**src/rtl/hex_scan_ctrl_if.sv**
```systemverilog
// Display bus between game logic / board pins and the digit scan controller.
// The shared hex decoder sits outside the controller: dec_nib out, seg_in back.
interface hex_scan_ctrl_if #(
    parameter int unsigned NUM_DIGITS = 4
);
    logic                      load;
    logic [4*NUM_DIGITS-1:0]   value;
    logic [NUM_DIGITS-1:0]     blank_mask;
    logic [3:0]                dec_nib;
    logic [6:0]                seg_in;
    logic [6:0]                seg;
    logic [NUM_DIGITS-1:0]     an;
    logic                      frame_done;

    modport master (
        output load, value, blank_mask, seg_in,
        input  dec_nib, seg, an, frame_done
    );

    modport slave (
        input  load, value, blank_mask, seg_in,
        output dec_nib, seg, an, frame_done
    );
endinterface

```
**src/rtl/hex_scan_ctrl.sv**
```systemverilog
// Multiplexed common-anode 7-segment scanner: one shared decoder, a blanking gap
// before every digit, and display updates committed only at frame boundaries.
module hex_scan_ctrl #(
    parameter int unsigned NUM_DIGITS = 4,
    parameter int unsigned DIV        = 50000,
    parameter int unsigned BLANK_CYC  = 16
) (
    input  logic          clk,
    input  logic          resetn,
    hex_scan_ctrl_if.slave bus
);

    localparam int unsigned VAL_W   = 4 * NUM_DIGITS;
    localparam int unsigned CNT_MAX = (DIV > BLANK_CYC) ? DIV : BLANK_CYC;
    localparam int unsigned CNT_W   = (CNT_MAX > 1) ? $clog2(CNT_MAX) : 1;
    localparam int unsigned IDX_W   = $clog2(NUM_DIGITS);

    localparam logic [CNT_W-1:0] BLANK_LAST = CNT_W'(BLANK_CYC - 1);
    localparam logic [CNT_W-1:0] DRIVE_LAST = CNT_W'(DIV - 1);
    localparam logic [IDX_W-1:0] LAST_IDX   = IDX_W'(NUM_DIGITS - 1);
    localparam logic [6:0]       SEG_OFF    = 7'h7F;

    typedef enum logic {
        ST_BLANK = 1'b0,
        ST_DRIVE = 1'b1
    } state_t;

    state_t                  state_q,     state_d;
    logic [CNT_W-1:0]        cnt_q,       cnt_d;
    logic [IDX_W-1:0]        idx_q,       idx_d;
    logic [VAL_W-1:0]        pend_val_q,  pend_val_d;
    logic [NUM_DIGITS-1:0]   pend_mask_q, pend_mask_d;
    logic                    pend_flag_q, pend_flag_d;
    logic [VAL_W-1:0]        act_val_q,   act_val_d;
    logic [NUM_DIGITS-1:0]   act_mask_q,  act_mask_d;
    logic [6:0]              seg_q,       seg_d;
    logic [NUM_DIGITS-1:0]   an_q,        an_d;
    logic [3:0]              nib_q,       nib_d;
    logic                    fd_q,        fd_d;

    logic blank_end_c;
    logic drive_end_c;
    logic boundary_c;

    assign blank_end_c = (state_q == ST_BLANK) && (cnt_q == BLANK_LAST);
    assign drive_end_c = (state_q == ST_DRIVE) && (cnt_q == DRIVE_LAST);
    assign boundary_c  = drive_end_c && (idx_q == LAST_IDX);

    // Next-state: value staging, scan sequencing and registered pin values
    always_comb begin
        state_d     = state_q;
        cnt_d       = cnt_q;
        idx_d       = idx_q;
        pend_val_d  = pend_val_q;
        pend_mask_d = pend_mask_q;
        pend_flag_d = pend_flag_q;
        act_val_d   = act_val_q;
        act_mask_d  = act_mask_q;
        seg_d       = seg_q;
        an_d        = an_q;
        fd_d        = 1'b0;

        // A load on the boundary cycle bypasses the pending stage entirely
        if (boundary_c) begin
            pend_flag_d = 1'b0;
            fd_d        = 1'b1;
            if (bus.load) begin
                act_val_d  = bus.value;
                act_mask_d = bus.blank_mask;
            end else if (pend_flag_q) begin
                act_val_d  = pend_val_q;
                act_mask_d = pend_mask_q;
            end
        end else if (bus.load) begin
            pend_val_d  = bus.value;
            pend_mask_d = bus.blank_mask;
            pend_flag_d = 1'b1;
        end

        case (state_q)
            ST_BLANK: begin
                if (blank_end_c) begin
                    state_d = ST_DRIVE;
                    cnt_d   = '0;
                    if (!act_mask_q[idx_q]) begin
                        seg_d = bus.seg_in;
                        an_d  = ~(NUM_DIGITS'(1) << idx_q);
                    end
                end else begin
                    cnt_d = cnt_q + CNT_W'(1);
                end
            end
            ST_DRIVE: begin
                if (drive_end_c) begin
                    state_d = ST_BLANK;
                    cnt_d   = '0;
                    an_d    = '1;
                    seg_d   = SEG_OFF;
                    idx_d   = (idx_q == LAST_IDX) ? '0 : idx_q + IDX_W'(1);
                end else begin
                    cnt_d = cnt_q + CNT_W'(1);
                end
            end
            default: begin
                state_d = ST_BLANK;
                cnt_d   = '0;
                an_d    = '1;
                seg_d   = SEG_OFF;
            end
        endcase

        // Decoder input tracks the upcoming digit, so it is settled for all of BLANK
        nib_d = act_val_d[{idx_d, 2'b00} +: 4];
    end

    always_ff @(posedge clk or negedge resetn) begin
        if (!resetn) begin
            state_q     <= ST_BLANK;
            cnt_q       <= '0;
            idx_q       <= '0;
            pend_val_q  <= '0;
            pend_mask_q <= '0;
            pend_flag_q <= 1'b0;
            act_val_q   <= '0;
            act_mask_q  <= '0;
            seg_q       <= SEG_OFF;
            an_q        <= '1;
            nib_q       <= 4'h0;
            fd_q        <= 1'b0;
        end else begin
            state_q     <= state_d;
            cnt_q       <= cnt_d;
            idx_q       <= idx_d;
            pend_val_q  <= pend_val_d;
            pend_mask_q <= pend_mask_d;
            pend_flag_q <= pend_flag_d;
            act_val_q   <= act_val_d;
            act_mask_q  <= act_mask_d;
            seg_q       <= seg_d;
            an_q        <= an_d;
            nib_q       <= nib_d;
            fd_q        <= fd_d;
        end
    end

    assign bus.seg        = seg_q;
    assign bus.an         = an_q;
    assign bus.dec_nib    = nib_q;
    assign bus.frame_done = fd_q;

endmodule

```
**src/flat_wrapper.sv**
```systemverilog
// flat-port wrapper written by rule: the top's interface ports become plain ports
module hex_scan_ctrl_flat 
#(
    parameter int unsigned NUM_DIGITS = 4,
    parameter int unsigned DIV        = 50000,
    parameter int unsigned BLANK_CYC  = 16
)
  (clk, resetn, bus_load, bus_value, bus_blank_mask, bus_seg_in, bus_dec_nib, bus_seg, bus_an, bus_frame_done);
  hex_scan_ctrl_if #(.NUM_DIGITS(NUM_DIGITS)) bus_i ();
  input  logic clk;
  input  logic resetn;
  input wire logic [$bits(bus_i.load)-1:0] bus_load;
  input wire logic [$bits(bus_i.value)-1:0] bus_value;
  input wire logic [$bits(bus_i.blank_mask)-1:0] bus_blank_mask;
  input wire logic [$bits(bus_i.seg_in)-1:0] bus_seg_in;
  output wire logic [$bits(bus_i.dec_nib)-1:0] bus_dec_nib;
  output wire logic [$bits(bus_i.seg)-1:0] bus_seg;
  output wire logic [$bits(bus_i.an)-1:0] bus_an;
  output wire logic [$bits(bus_i.frame_done)-1:0] bus_frame_done;
  assign bus_i.load = bus_load;
  assign bus_i.value = bus_value;
  assign bus_i.blank_mask = bus_blank_mask;
  assign bus_i.seg_in = bus_seg_in;
  assign bus_dec_nib = bus_i.dec_nib;
  assign bus_seg = bus_i.seg;
  assign bus_an = bus_i.an;
  assign bus_frame_done = bus_i.frame_done;
  hex_scan_ctrl #(.NUM_DIGITS(NUM_DIGITS), .DIV(DIV), .BLANK_CYC(BLANK_CYC)) u_core (.clk(clk), .resetn(resetn), .bus(bus_i));
endmodule
```
**config.mk**
```make
export PLATFORM = sky130hd
export DESIGN_NAME = hex_scan_ctrl_flat
export DESIGN_NICKNAME = d
export VERILOG_FILES = /design/src/rtl/hex_scan_ctrl_if.sv /design/src/rtl/hex_scan_ctrl.sv /design/src/flat_wrapper.sv
export SDC_FILE = /design/constraint.sdc
export NUM_CORES = 1
export LEC_CHECK = 0
export CELL_PAD_IN_SITES_DETAIL_PLACEMENT = 1
export CELL_PAD_IN_SITES_GLOBAL_PLACEMENT = 1
export CORE_MARGIN = 5
export CORE_UTILIZATION = 47
export CTS_BUF_LIST = sky130_fd_sc_hd__clkbuf_4 sky130_fd_sc_hd__clkbuf_8 sky130_fd_sc_hd__clkbuf_16
export CTS_CLUSTER_DIAMETER = 60
export DETAILED_ROUTE_END_ITERATION = 7
export PLACE_DENSITY_LB_ADDON = 0.1
export SYNTH_ARGS = -nofsm -noshare
export SYNTH_HDL_FRONTEND = slang
export SYNTH_SLANG_ARGS = --single-unit
```
**constraint.sdc**
```tcl
create_clock -name clk -period 5.5 [get_ports clk]
set_clock_uncertainty 0.1 [all_clocks]
set_input_delay 0.825 -clock clk [delete_from_list [all_inputs] [get_ports clk]]
set_output_delay 0.825 -clock clk [all_outputs]
set_load 0.01 [all_outputs]
```
# Yosys cells after proc, flatten, opt, wreduce, memory -nomap -nowiden

Index checks and enable logic that the tools add are counted.

Reductions and logical operators: 8
Mux-type cells: 27
$add $sub $neg: 2
Equal/unequal tests: 6
Magnitude comparators: 1
Bitwise gates (word level): 3
Shift operators: 2

Operators by type and width:

| cell                  | count |
|---|---|
| $mux 16               | 5 |
| $pmux 16 s2           | 1 |
| $mux 7                | 3 |
| $mux 4                | 5 |
| $add 16x1->16 const B | 1 |
| $eq 16x16->1 const B  | 1 |
| $eq 16x4->1 const B   | 1 |
| $shiftx 16x5->4       | 1 |
| $pmux 7 s2            | 1 |
| $pmux 4 s2            | 1 |
| $mux 1                | 6 |
| $mux 2                | 3 |
| $ne 2x2->1 const B    | 2 |
| $not 4->4             | 1 |
| $reduce_and 2->1      | 2 |
| $reduce_bool 2->1     | 2 |
| $shl 1x2->4 const A   | 1 |
| $logic_and 1x1->1     | 3 |
| $lt 2x3->1 const B    | 1 |
| $reduce_and 3->1      | 1 |
| $add 2x1->2 const B   | 1 |
| $bmux 1 s2            | 1 |
| $eq 2x2->1 const B    | 1 |
| $ne 2x1->1 const B    | 1 |
| other kinds (2)       | 3 |

Input port bits: 30
Register bits after elaboration: 76

# Longest topological paths before layout

Gate-level depths: netlist (run 1).

Depth in word-level cells: 5
Gate-level depth with buffers: 9

# Worst setup path after synthesis (run 1)

Ideal clock, no wire load.

Kind: reg-to-reg
Start point: reg u_core.cnt_q[11]
End point: reg u_core.pend_mask_q[0]
Data arrival time: 1940 ps
Slack: 3335 ps
Buffers on the path: 2
Library setup time: 125 ps
Stages on the path, launching flop included: 8
Period minus slack after synthesis: 2165 ps
Cells stage by stage: dfrtp_1 > nor4_4 > nand3_4 > or2_1 > buf_6 > nand2_1 > buf_2 > mux2_2

Cells in the longest elaborated chain, start to end: 5

RTL lines:

| what                              | RTL line             | text |
|---|---|---|
| start, declared                   | hex_scan_ctrl.sv:29  | `logic [CNT_W-1:0] cnt_q, cnt_d;` |
| start signal, assigned            | hex_scan_ctrl.sv:132 | `cnt_q <= cnt_d;` |
| $eq 16x16->1                      | hex_scan_ctrl.sv:46  | `assign drive_end_c = (state_q == ST_DRIVE) && (cnt_q == DRIVE_LAST);` |
| $logic_and 1x1->1                 | hex_scan_ctrl.sv:46  |  |
| $logic_and 1x1->1                 | hex_scan_ctrl.sv:47  | `assign boundary_c = drive_end_c && (idx_q == LAST_IDX);` |
| $not 1->1 (no source line)        | n/a                  |  |
| $reduce_and 2->1 (no source line) | n/a                  |  |
| end signal, assigned              | hex_scan_ctrl.sv:135 | `pend_mask_q <= pend_mask_d;` |
| end, declared                     | hex_scan_ctrl.sv:32  | `logic [NUM_DIGITS-1:0] pend_mask_q, pend_mask_d;` |

No other way between the ends.
A chain may end at the register's enable or synchronous reset.

# Worst setup path after layout (run 1)

Start point: reg u_core.state_q
End point: reg u_core.pend_val_q[3]

Cells in the longest elaborated chain, start to end: 4

RTL lines:

| what                              | RTL line             | text |
|---|---|---|
| start, declared                   | hex_scan_ctrl.sv:28  | `state_t state_q, state_d;` |
| start signal, assigned            | hex_scan_ctrl.sv:131 | `state_q <= state_d;` |
| $logic_and 1x1->1                 | hex_scan_ctrl.sv:46  |  |
| $logic_and 1x1->1                 | hex_scan_ctrl.sv:47  |  |
| $not 1->1 (no source line)        | n/a                  |  |
| $reduce_and 2->1 (no source line) | n/a                  |  |
| end signal, assigned              | hex_scan_ctrl.sv:134 | `pend_val_q <= pend_val_d;` |
| end, declared                     | hex_scan_ctrl.sv:31  | `logic [VAL_W-1:0] pend_val_q, pend_val_d;` |

No other way between the ends.

==> results of run 1 <==
==> cell usage in the layout, fill, tap and decap left out, types with 2 or more instances in the layout <==
cell type	n
sky130_fd_sc_hd__and2b_2	2
sky130_fd_sc_hd__clkdlybuf4s50_1	44
sky130_fd_sc_hd__inv_6	3
sky130_fd_sc_hd__nand2b_1	10
sky130_fd_sc_hd__nand3_1	14
sky130_fd_sc_hd__dfrtp_1	65
sky130_fd_sc_hd__xor2_1	6
sky130_fd_sc_hd__o21ai_1	2
sky130_fd_sc_hd__and2b_1	2
sky130_fd_sc_hd__nor2b_1	2
sky130_fd_sc_hd__clkinv_4	2
sky130_fd_sc_hd__o31ai_1	10
sky130_fd_sc_hd__dfstp_2	11
sky130_fd_sc_hd__ha_1	5
sky130_fd_sc_hd__a221o_1	19
sky130_fd_sc_hd__mux2i_1	8
sky130_fd_sc_hd__clkbuf_8	9
sky130_fd_sc_hd__nand3_4	2
sky130_fd_sc_hd__xnor2_1	7
sky130_fd_sc_hd__o21ai_2	10
sky130_fd_sc_hd__clkinvlp_4	2
sky130_fd_sc_hd__inv_1	8
sky130_fd_sc_hd__mux2_2	20
sky130_fd_sc_hd__a21oi_1	12
sky130_fd_sc_hd__nor2_1	23
sky130_fd_sc_hd__nand4_1	5
sky130_fd_sc_hd__nand2_1	41
==> state kept, by name (all words and copies together) (netlist names) <==
signal and flops:
u_core.act_mask_q 4, u_core.bus.an 4, u_core.act_val_q 16, u_core.bus.frame_done 1, u_core.state_q 1, u_core.cnt_q 16, u_core.bus.dec_nib 4, u_core.pend_val_q 16
u_core.pend_mask_q 4, u_core.idx_q 2, u_core.bus.seg 7, u_core.pend_flag_q 1
==> worst max-delay path: stages (launching register included) <==
cell and delay, ps:
sky130_fd_sc_hd__dfrtp_1 730, sky130_fd_sc_hd__nand4_1 590, sky130_fd_sc_hd__or2_1 710, sky130_fd_sc_hd__nand2_1 850, sky130_fd_sc_hd__mux2_2 420
==> layout make-up <==
class	instances	area [µm²]
inverter	9	33.8
fill	844	3360
multi-input combinational	222	1620
tap	102	128
clock buffer	9	124
sequential	76	1920
timing repair buffer	45	448
clock inverter	7	58.8
==> power groups by stage <==
stage	Sequential (W)	Clock [W]	Combinational [W]
3_3_place_gp	0.000617	0	0.0000940
3_5_place_dp	0.000618	0	0.0000965
6_report	0.000608	0.000400	0.0000945
2_1_floorplan	0.000617	0	0.0000373
5_1_grt	0.000611	0.000444	0.000104
4_1_cts	0.000608	0.000412	0.0000970
==> per-layer routing <==
metal	track usage	routed length, µm
met1	0.243	3970
met2	0.268	3640
met3	0.0400	277
met4	0.0662	135
met5	0	0
==> path summary, 6_finish.rpt <==
check                             startpoint              endpoint  slack (ps)  depth (start not counted)
max                           u_core.state_q  u_core.pend_val_q[3]        1950                          4
min                        u_core.bus.seg[6]     u_core.bus.seg[6]         370                          2
max reg2reg                   u_core.state_q  u_core.pend_val_q[3]        1950                          4
min reg2reg                u_core.bus.seg[6]     u_core.bus.seg[6]         370                          2
max in group asynchronous             resetn      u_core.cnt_q[11]        4150                          1
min in group asynchronous             resetn  u_core.act_mask_q[0]         510                          1
==> cell families (layout without fill, tap and decap cells) <==
family / after synthesis / count (layout) / share of synthesized area
and+or+nand+nor: 114 / 114 / 0.166
DFF: 76 / 76 / 0.522
xor gates and xnor gates: 13 / 13 / 0.0310
AOI/OAI and AO/OA: 60 / 60 / 0.132
buffers and inverters: 25 / 70 / 0.0368
adders and majority gates: 5 / 5 / 0.0170
muxes: 30 / 30 / 0.0954
==> stage by stage <==
stage | instances | utilization | total power, W
final | 470 | 0.563 | 0.00110
after global routing | 470 | 0.563 | 0.00116
after detailed placement | 454 | 0.539 | 0.000715
after floorplan | 323 | - | 0.000654
after CTS | 470 | 0.563 | 0.00112
after global placement | 454 | 0.539 | 0.000711
==> summary by stage, run 1 <==
Run status
The flow ran to the end, and the final reports show no timing, DRC or antenna violations.

Power
The power density relative to cell area is 255 nW/µm². The share of total power dissipated in sequential elements is 0.551. The share of total power dissipated in the clock network is 0.363.

The switching power share of the total is 0.261. The logic gate share of total power is 0.086. The switching component of the power is 0.000287 W. Cell internal power was estimated by the tool at 0.000815 W. The worst-case IR drop observed on VDD is 0.179 mV.

The analysis attributes to cell leakage a power of 1.84 nW.

Yosys
The cell type contributing the most total cell area after synthesis is sky130_fd_sc_hd__dfrtp_1. The top cell type's share of synthesized area is 0.443. The register area share after synthesis is 0.522. The synthesized area is 3670 µm². sky130_fd_sc_hd__dfrtp_1 is the most common cell in the netlist. For this run, the number of Yosys warnings is 0. The predominant post-synthesis flop cell is sky130_fd_sc_hd__dfrtp_1. Counting distinct cell types in the post-synthesis netlist gives 51.

The number of standard cells after synthesis is 323. The number of nets in the synthesized netlist is 358. After synthesis, the most frequently instantiated cells are 65 x sky130_fd_sc_hd__dfrtp_1, 41 x sky130_fd_sc_hd__nand2_1, 23 x sky130_fd_sc_hd__nor2_1. The fraction of synthesis flops using an asynchronous set or reset pin is 1.00. After synthesis the netlist holds a flip-flop and latch count of 76. The synthesized area divided by synthesized cell count is 11.4 µm². The count of flip-flops with a built-in enable after synthesis is 0. In the post-synthesis netlist, the biggest area contributors are sky130_fd_sc_hd__dfrtp_1 44%, sky130_fd_sc_hd__dfstp_2 7.9%, sky130_fd_sc_hd__mux2_2 6.1%.

STA
At the pin with the least slew margin, the transition time is 1010 ps. The relative slew slack is 0.329. The final cycle utilization of the critical path is 0.645. The max-slew violation count is 0. The final period demand of the worst path is 3550 ps. Timing would allow up to 0.282 GHz. Setup repair after global routing left no endpoint under its margin. The number of endpoints with negative hold slack in the final report is 0. The post-route worst setup slack is 1950 ps. Setup violations remaining at the end of the flow were counted as 0. After routing, the total negative slack on setup checks comes to 0 ps.

Across all hold checks on the routed design, the worst slack comes to 371 ps.

Critical path
The type of the worst setup path is reg2reg. The arrival time at the worst endpoint is 3680 ps. The worst path required time is 5640 ps. The worst setup path is captured at a flip-flop. Of all nets on the critical path, the largest fanout is 21. STA classifies the critical path startpoint as a flip-flop.

Clock tree
The maximum buffer depth of the clock tree is 2. The clock tree from TritonCTS is done. The post-CTS repair timing setup buffer count is 0. The total clock buffers created by CTS is 9.

The clock tree synthesis step divided the H-tree into 3 levels. After clock tree synthesis, the clock-pin slew on the worst setup and hold paths is 80 ps. The clock root buffer is sky130_fd_sc_hd__clkbuf_8. The number of cells upsized or downsized after cts is 0. For this design, the CTS-stage hold fixing added 0 buffers.

The later-pin clock latency in the skew report is 360 ps. CTS saw 76 sinks.

Floorplan
The die is 98.4 µm tall. The die is 98.4 µm wide. For this configuration, the core starts out at a cell density of 0.478. The row count is 32. During I/O placement, the number of pins put on the boundary was 46. The floorplan die area is 9680 µm².

The core region is 7690 µm².

GRT
For this run, the total global-route usage over all layers was measured as 0.175. Entering global routing, the biggest net connects 77 pins. For this run the aggregate overflow at the end of global routing stands at 0.

The global-route wire length before repair is 13.6 mm. The number of antenna violations at the first check in global routing came to 0. The via count of the first global-routing pass came to 2716.

Layout
The design area is 4330 µm². In the final design database the tool counted 398 nets. Of the cells placed in the final design, the portion with a size suffix greater than 1 is 0.204. Compared with the post-synthesis result, the final layout area differs by 17.9%. The antenna diode instance count is 0.

Worst hold path
In this run the worst hold path is classified as reg2reg.

Placed design
The final HPWL from detailed placement is 5.34 mm. The count of buffers added on input and output ports is 45. The global placement routability congestion is 0.784. Before CTS, the worst setup slack after placement is 1940 ps. After detailed placement, the total cell area comes to 4150 µm².

Detailed routing
The final wirelength is 8.01 mm. Once detail routing completed, the nets flagged for antenna violations numbered 0. The number of design rule violations left after detail routing is 0.

The count of TritonRoute iterations in the first routing pass is 4. Using the TritonRoute via totals, the vias-per-cell ratio works out to 5.50. The final route contains 2584 vias. After detailed routing, the average wire length per cell comes to 17.0 µm. The detailed router finished its first iteration with 95 violations.

Run
Across the run, the number of max-cap violations was 0.
Power figures use the tool's default switching activity.
==> run 2, diff against run 1 <==
Settings changed: CORE_UTILIZATION 47 to 44.
Clock period 5.5 ns to 3.4 ns, I/O delays scaled along.
==> summary by stage, run 2 (synthesis gave the netlist of run 1 again) <==
Detailed routing
The number of design rule violations left after detail routing is 0. The first detailed-routing pass took 4 iterations. The detailed router's first-iteration violation count is 93.

The final wirelength is 8.53 mm. In the routed layout, each cell is associated on average with a via count of 5.56. The wire length per cell is 17.7 µm.

The antenna violation net count after detailed routing is 0. The routed layout has 2675 vias.

Clock tree
The number of hold buffers added after cts is 0. The total clock buffers created by CTS is 9. The cell sitting at the root of the clock tree is a sky130_fd_sc_hd__clkbuf_8. The clock net in this run drives a total of 76 sinks.

The later-pin clock latency in the skew report is 360 ps. In this run the post-CTS setup repair buffer count came out at 0. The clock tree from TritonCTS is done.

After clock tree synthesis, the clock-pin slew on the worst setup and hold paths is 80 ps. The maximum level of the CTS H-tree is 3. Gates resized during post-CTS repair numbered 0. The longest clock path from root to sink contains 2 buffers.

GRT
Entering global routing, the biggest net connects 77 pins. The residual overflow from global routing is 0. The via count of the first global-routing pass was 2859. The number of antenna violations at the first check in global routing came to 0. The global-route wire length before repair is 14.3 mm. The global routing usage summed across all routing layers is 0.180.

STA
For the pin with the worst max-slew slack, the measured transition is 1010 ps. The maximum frequency from static timing analysis is 0.378 GHz. The number of endpoints with negative hold slack in the final report is 0.

After routing, the total negative slack on setup checks comes to 0 ps. The clock period could shrink to 2640 ps. The max-slew violation count is 0. Setup repair after global routing left no endpoint under its margin. Dividing the final minimum period by the clock period gives 0.778. The relative slew slack is 0.327. Setup violations remaining at the end of the flow were counted as 0.

Critical path
The arrival time at the worst endpoint is 2750 ps. STA classifies the critical path endpoint as a flip-flop. The type of origin of the critical path is a flip-flop.

In this run the critical register-to-register path is captured at u_core.bus.dec_nib[1]. The number of buffer and inverter instances along the worst setup path is 1. Among cell families on the critical path, the largest total delay comes from simple AND/OR/NAND/NOR gates. The start point of the critical path is u_core.cnt_q[11]. Traced cell by cell, the critical path runs through nor4_4 -> nand3_4 -> or2_1 -> inv_1 -> a2bb2oi_1 -> mux2i_1 -> a22oi_1. The slowest stage of the critical path is the sky130_fd_sc_hd__dfrtp_1 cell. The logic depth of the worst path, buffers included is 7.

The worst-path maximum fanout is 16. The worst path required time is 3510 ps. The number of cells on the worst reg-to-reg path is 7. The most critical setup path has its endpoint at u_core.bus.dec_nib[1]. The peak per-stage delay on the critical path is 480 ps.

The worst register-to-register path begins at u_core.cnt_q[11]. The critical path is of the reg2reg type. The worst reg-to-reg setup slack is 760 ps.

Power
Dividing total power by cell area gives a power density of 461 nW/µm². In this run the static leakage power is 1.93 nW. The maximum vdd drop is 0.244 mV.

Layout
Excluding fillers, the count of instances in the completed layout stands at 481. The signed area change from the synthesized netlist to the final layout is 22.0%. The library cells used most frequently in the layout, excluding fill and tap cells, are 65 x sky130_fd_sc_hd__dfrtp_1, 44 x sky130_fd_sc_hd__clkdlybuf4s50_1, 41 x sky130_fd_sc_hd__nand2_1, 23 x sky130_fd_sc_hd__nor2_1, 20 x sky130_fd_sc_hd__mux2_2. Of the cells placed in the final design, the portion with a size suffix greater than 1 is 0.221. The most common cell after layout, fill and taps aside is sky130_fd_sc_hd__dfrtp_1. Counting the fill cells in the layout gives 881. The antenna diode instance count is 0. The number of nets in the final layout is 406. The largest registers in the layout are u_core.act_val_q (16), u_core.cnt_q (16), u_core.pend_val_q (16).

Floorplan
The effective utilization at floorplan is 0.449. The floorplan die height is 101 µm. From left edge to right edge, the die measures 101 µm. The core region is 8180 µm². The row count is 33.

46 I/O pins were placed. The floorplan die area is 10300 µm².

Placed design
In this run the tool buffered the top-level ports with 45 buffer cells. After legalization and detailed placement, the total HPWL measured 5.76 mm. The global placement routability congestion is 0.737. The total instance count after detailed placement is 465.

Run
Max-cap violations in this run came to 0.

Worst hold path
The tightest min-delay check is of the in2async type.

Run status
The flow ran to the end, and the final reports show no timing, DRC or antenna violations.
-- run 2: cell types whose count changed in the layout (fill, tap and decap cells not counted) --
cell / before / now
sky130_fd_sc_hd__inv_6: 3 / 2
sky130_fd_sc_hd__clkinvlp_4: 2 / 0
sky130_fd_sc_hd__clkinv_4: 2 / 1
sky130_fd_sc_hd__buf_4: 1 / 9
sky130_fd_sc_hd__bufinv_16: 0 / 4
-- run 2: cell type report --
cell class	instances	area, µm²	share of cell area
flip-flops and latches	76	1920	0.428
multi-input cells	222	1620	0.362
repair buffers	53	508	0.113
clock inverters	7	146	0.0327
well taps	105	131	0.0293
clock buffers	9	124	0.0276
inverters	9	33.8	0.00754
-- run 2: worst reg2reg max path: stages, from the launching register on --
cell	delay (ps)
sky130_fd_sc_hd__dfrtp_1	480
sky130_fd_sc_hd__nor4_4	380
sky130_fd_sc_hd__nand3_4	250
sky130_fd_sc_hd__or2_1	470
sky130_fd_sc_hd__inv_1	400
sky130_fd_sc_hd__a2bb2oi_1	150
sky130_fd_sc_hd__mux2i_1	160
sky130_fd_sc_hd__a22oi_1	100
-- run 2: worst min-delay path by stage --
stage                 startpoint                     to  slack, ps  cells past startpoint
6_report                  resetn       u_core.cnt_q[13]        220                      1
5_1_grt                   resetn       u_core.cnt_q[13]        280                      1
4_1_cts                   resetn  u_core.pend_val_q[11]        250                      1
3_5_place_dp    u_core.bus.an[3]       u_core.bus.an[3]        370                      2
3_3_place_gp   u_core.bus.seg[6]      u_core.bus.seg[6]        350                      2
2_1_floorplan             resetn   u_core.act_mask_q[0]        110                      0
-- run 2: layer usage --
| metal | up-vias | share of wire | track usage |
|---|---|---|---|
| li1 | 1242 | - | - |
| met2 | 61 | 0.50 | 0.300 |
| met4 | 0 | 0.019 | 0.0542 |
| met3 | 15 | 0.039 | 0.0461 |
| met5 | - | 0 | 0 |
| met1 | 1357 | 0.45 | 0.231 |
-- run 2: power by group --
part | switching, W | internal [W] | total (W)
clock network | 0.000358 | 0.000568 | 0.000926
logic | 0.0000667 | 0.0000898 | 0.000157
registers | 0.0000273 | 0.000956 | 0.000983
-- run 2: stage by stage --
step / setup slack (ps) / cell area (µm²) / power, W / hold slack (ps) / util
2_1_floorplan: 1230 / 3670 / 0.00106 / 114 / -
3_3_place_gp: 836 / 4210 / 0.00115 / 350 / 0.515
3_5_place_dp: 748 / 4210 / 0.00116 / 368 / 0.515
4_1_cts: 731 / 4480 / 0.00209 / 246 / 0.548
5_1_grt: 574 / 4480 / 0.00216 / 277 / 0.548
6_report: 756 / 4480 / 0.00207 / 223 / 0.548
==> run 3, diff against run 2 <==
Settings changed: CORE_UTILIZATION 44 to 40.
Clock period 3.4 ns to 2.2 ns, I/O delays scaled along.
==> summary by stage, run 3 (synthesis gave the netlist of run 1 again) <==
Worst hold path
The tightest min-delay check is of the in2async type.

GRT
The number of antenna violations at the first check in global routing is 0. The via count of the first global-routing pass came to 2996. The first global-routing pass estimated 15.0 mm of wire. The largest net degree at the start of global routing is 45.

The total overflow left after global routing is 0. The global routing usage summed across all routing layers is 0.171.

Detailed routing
The count of TritonRoute iterations in the first routing pass is 3. The antenna violation net count after detailed routing is 0. The detailed router's first-iteration violation count is 49. After detailed routing, the average wire length per cell comes to 17.2 µm. In the routed design, unresolved DRC markers number 0.

The detailed-route vias per instance is 5.30. The final wirelength is 8.95 mm. The number of vias in the routed layout is 2755.

Layout
In the final layout, the registers with the most flip-flops are u_core.act_val_q (16), u_core.cnt_q (16), u_core.pend_val_q (16). The area growth from synthesis to layout is 30.5%. The final cell count without fillers is 520. In the final layout, the share of cells above drive strength 1 is 0.293. The library cells used most frequently in the layout, excluding fill and tap cells, are 65 x sky130_fd_sc_hd__dfrtp_1, 44 x sky130_fd_sc_hd__clkdlybuf4s50_1, 41 x sky130_fd_sc_hd__nand2_1, 35 x sky130_fd_sc_hd__buf_4, 23 x sky130_fd_sc_hd__nor2_1. The antenna diode instance count is 0. Leaving out fill and tap cells, the most frequent cell in the layout is sky130_fd_sc_hd__dfrtp_1. The net count of the finished layout is 439.

Power
The power density relative to cell area is 644 nW/µm². The maximum vdd drop is 0.300 mV. Summed over all cells, the static leakage comes to 2.09 nW.

Critical path
Counting both buffers and inverters, the worst setup path holds a total of 2. For the worst setup path, the data required time is 2320 ps. The critical path goes through nor4_4 -> nand3_4 -> buf_12 -> or2_4 -> mux2i_4 -> buf_4 -> mux2i_2 -> a22oi_1. The type of the worst setup path is reg2reg.

The largest individual stage delay along the critical path comes from the cell sky130_fd_sc_hd__dfrtp_1. The peak per-stage delay on the critical path is 420 ps. For flop-to-flop paths, the worst setup slack is 5 ps. STA classifies the critical path startpoint as a flip-flop. STA classifies the critical path endpoint as a flip-flop. The worst-path maximum fanout is 4. For the worst setup path, the data arrival time is 2320 ps. The category of cells accounting for the largest share of critical-path delay is simple AND/OR/NAND/NOR gates.

Run
The max-cap check violation count is 0.

Run status
The flow ran to the end, and the final reports show no timing, DRC or antenna violations.

Clock tree
The CTS sink count is 76. CTS placed an instance of sky130_fd_sc_hd__clkbuf_8 at the clock tree root. The H-tree generated during clock tree synthesis spans 3 levels.

The clock tree from TritonCTS is done. In this run the deepest clock path goes through 2 buffers. The later-pin clock latency in the skew report is 350 ps. After clock tree synthesis, the clock-pin slew on the worst setup and hold paths is 80 ps. In this run, CTS created clock tree buffers numbering 9.

Floorplan
The floorplan step set the die height to 106 µm. The die extent in x is 106 µm. The top-level port count is 46. The initial utilization of the core area, before any placement, comes to 0.403. After floorplanning, the core was divided into 35 placement rows. The floorplan step defined a core boundary enclosing 9110 µm².

The floorplan die area is 11200 µm².

STA
The relative slew slack is 0.704. The number of endpoints with negative hold slack in the final report was 0. Of the available clock period, the critical path in the final layout requires 0.998. Setup repair after global routing could not meet its margin everywhere. The worst hold slack across all endpoints is 361 ps. The final period demand of the worst path is 2190 ps. The maximum frequency from static timing analysis is 0.456 GHz.

The measured slew at the worst slew-check pin is 445 ps. Setup violations remaining at the end of the flow were counted as 0. The post-route worst setup slack is 5.38 ps. The max-slew violation count is 0.

Placed design
The wire-length estimate of the detail-placed layout is 6.40 mm. Prior to clock tree synthesis, the placed netlist has a worst setup slack of -50.7 ps. The port buffer count is 45. The total instance count after detailed placement is 500. Routability-driven placement finished with a final weighted congestion of 0.777.
-- run 3: changes by cell type in the layout (fill, tap and decap cells not counted), sizes merged --
cell	delta
buf	+32
bufinv	-1
clkbuf	+2
clkinv	+1
dlygate4sd3	+1
inv	-2
-- run 3: repair_timing --
action,CTS,global route
hold endpoints to repair,32,0
gates resized for setup,2,5
setup endpoints to repair,5,12
hold buffers,1,0
pin swaps,2,4
buffers inserted,2,1
-- run 3: metrics by stage --
step / util / instance area (µm²) / setup TNS (ps) / power (W)
after CTS: 0.523 / 4770 / -61.0 / 0.00313
after detailed placement: 0.492 / 4490 / -96.2 / 0.00180
after global placement: 0.492 / 4490 / -71.9 / 0.00179
after floorplan: - / 3670 / 0 / 0.00164
after global routing: 0.526 / 4790 / -332 / 0.00322
final: 0.526 / 4790 / 0 / 0.00308
-- run 3: per-layer routing --
| metal | track usage | routed length, µm |
|---|---|---|
| met1 | 0.206 | 3920 |
| met2 | 0.306 | 4640 |
| met3 | 0.0331 | 274 |
| met4 | 0.0583 | 116 |
| met5 | 0 | 0 |
-- run 3: final timing paths --
check	from	depth (start not counted)	endpoint
hold / removal	resetn	2	u_core.cnt_q[6]
setup / recovery	u_core.cnt_q[4]	8	u_core.bus.dec_nib[1]
setup reg to reg	u_core.cnt_q[4]	8	u_core.bus.dec_nib[1]
hold reg to reg	u_core.bus.seg[6]	2	u_core.bus.seg[6]
max in group asynchronous	resetn	3	u_core.bus.an[2]
min in group clk	u_core.bus.seg[6]	2	u_core.bus.seg[6]
-- run 3: power breakdown --
group | switching (W) | internal [W] | leakage, nW
combinational | 0.000106 | 0.000148 | 1.04
sequential | 0.0000410 | 0.00148 | 0.927
clock | 0.000535 | 0.000776 | 0.124
-- run 3: layout make-up --
type / count / area [µm²]
fillers: 1012 / 4320
well taps: 111 / 139
repair buffers: 86 / 825
multi-input cells: 222 / 1640
clock buffers: 11 / 139
flip-flops and latches: 76 / 1920
inverters: 9 / 33.8
clock inverters: 5 / 100
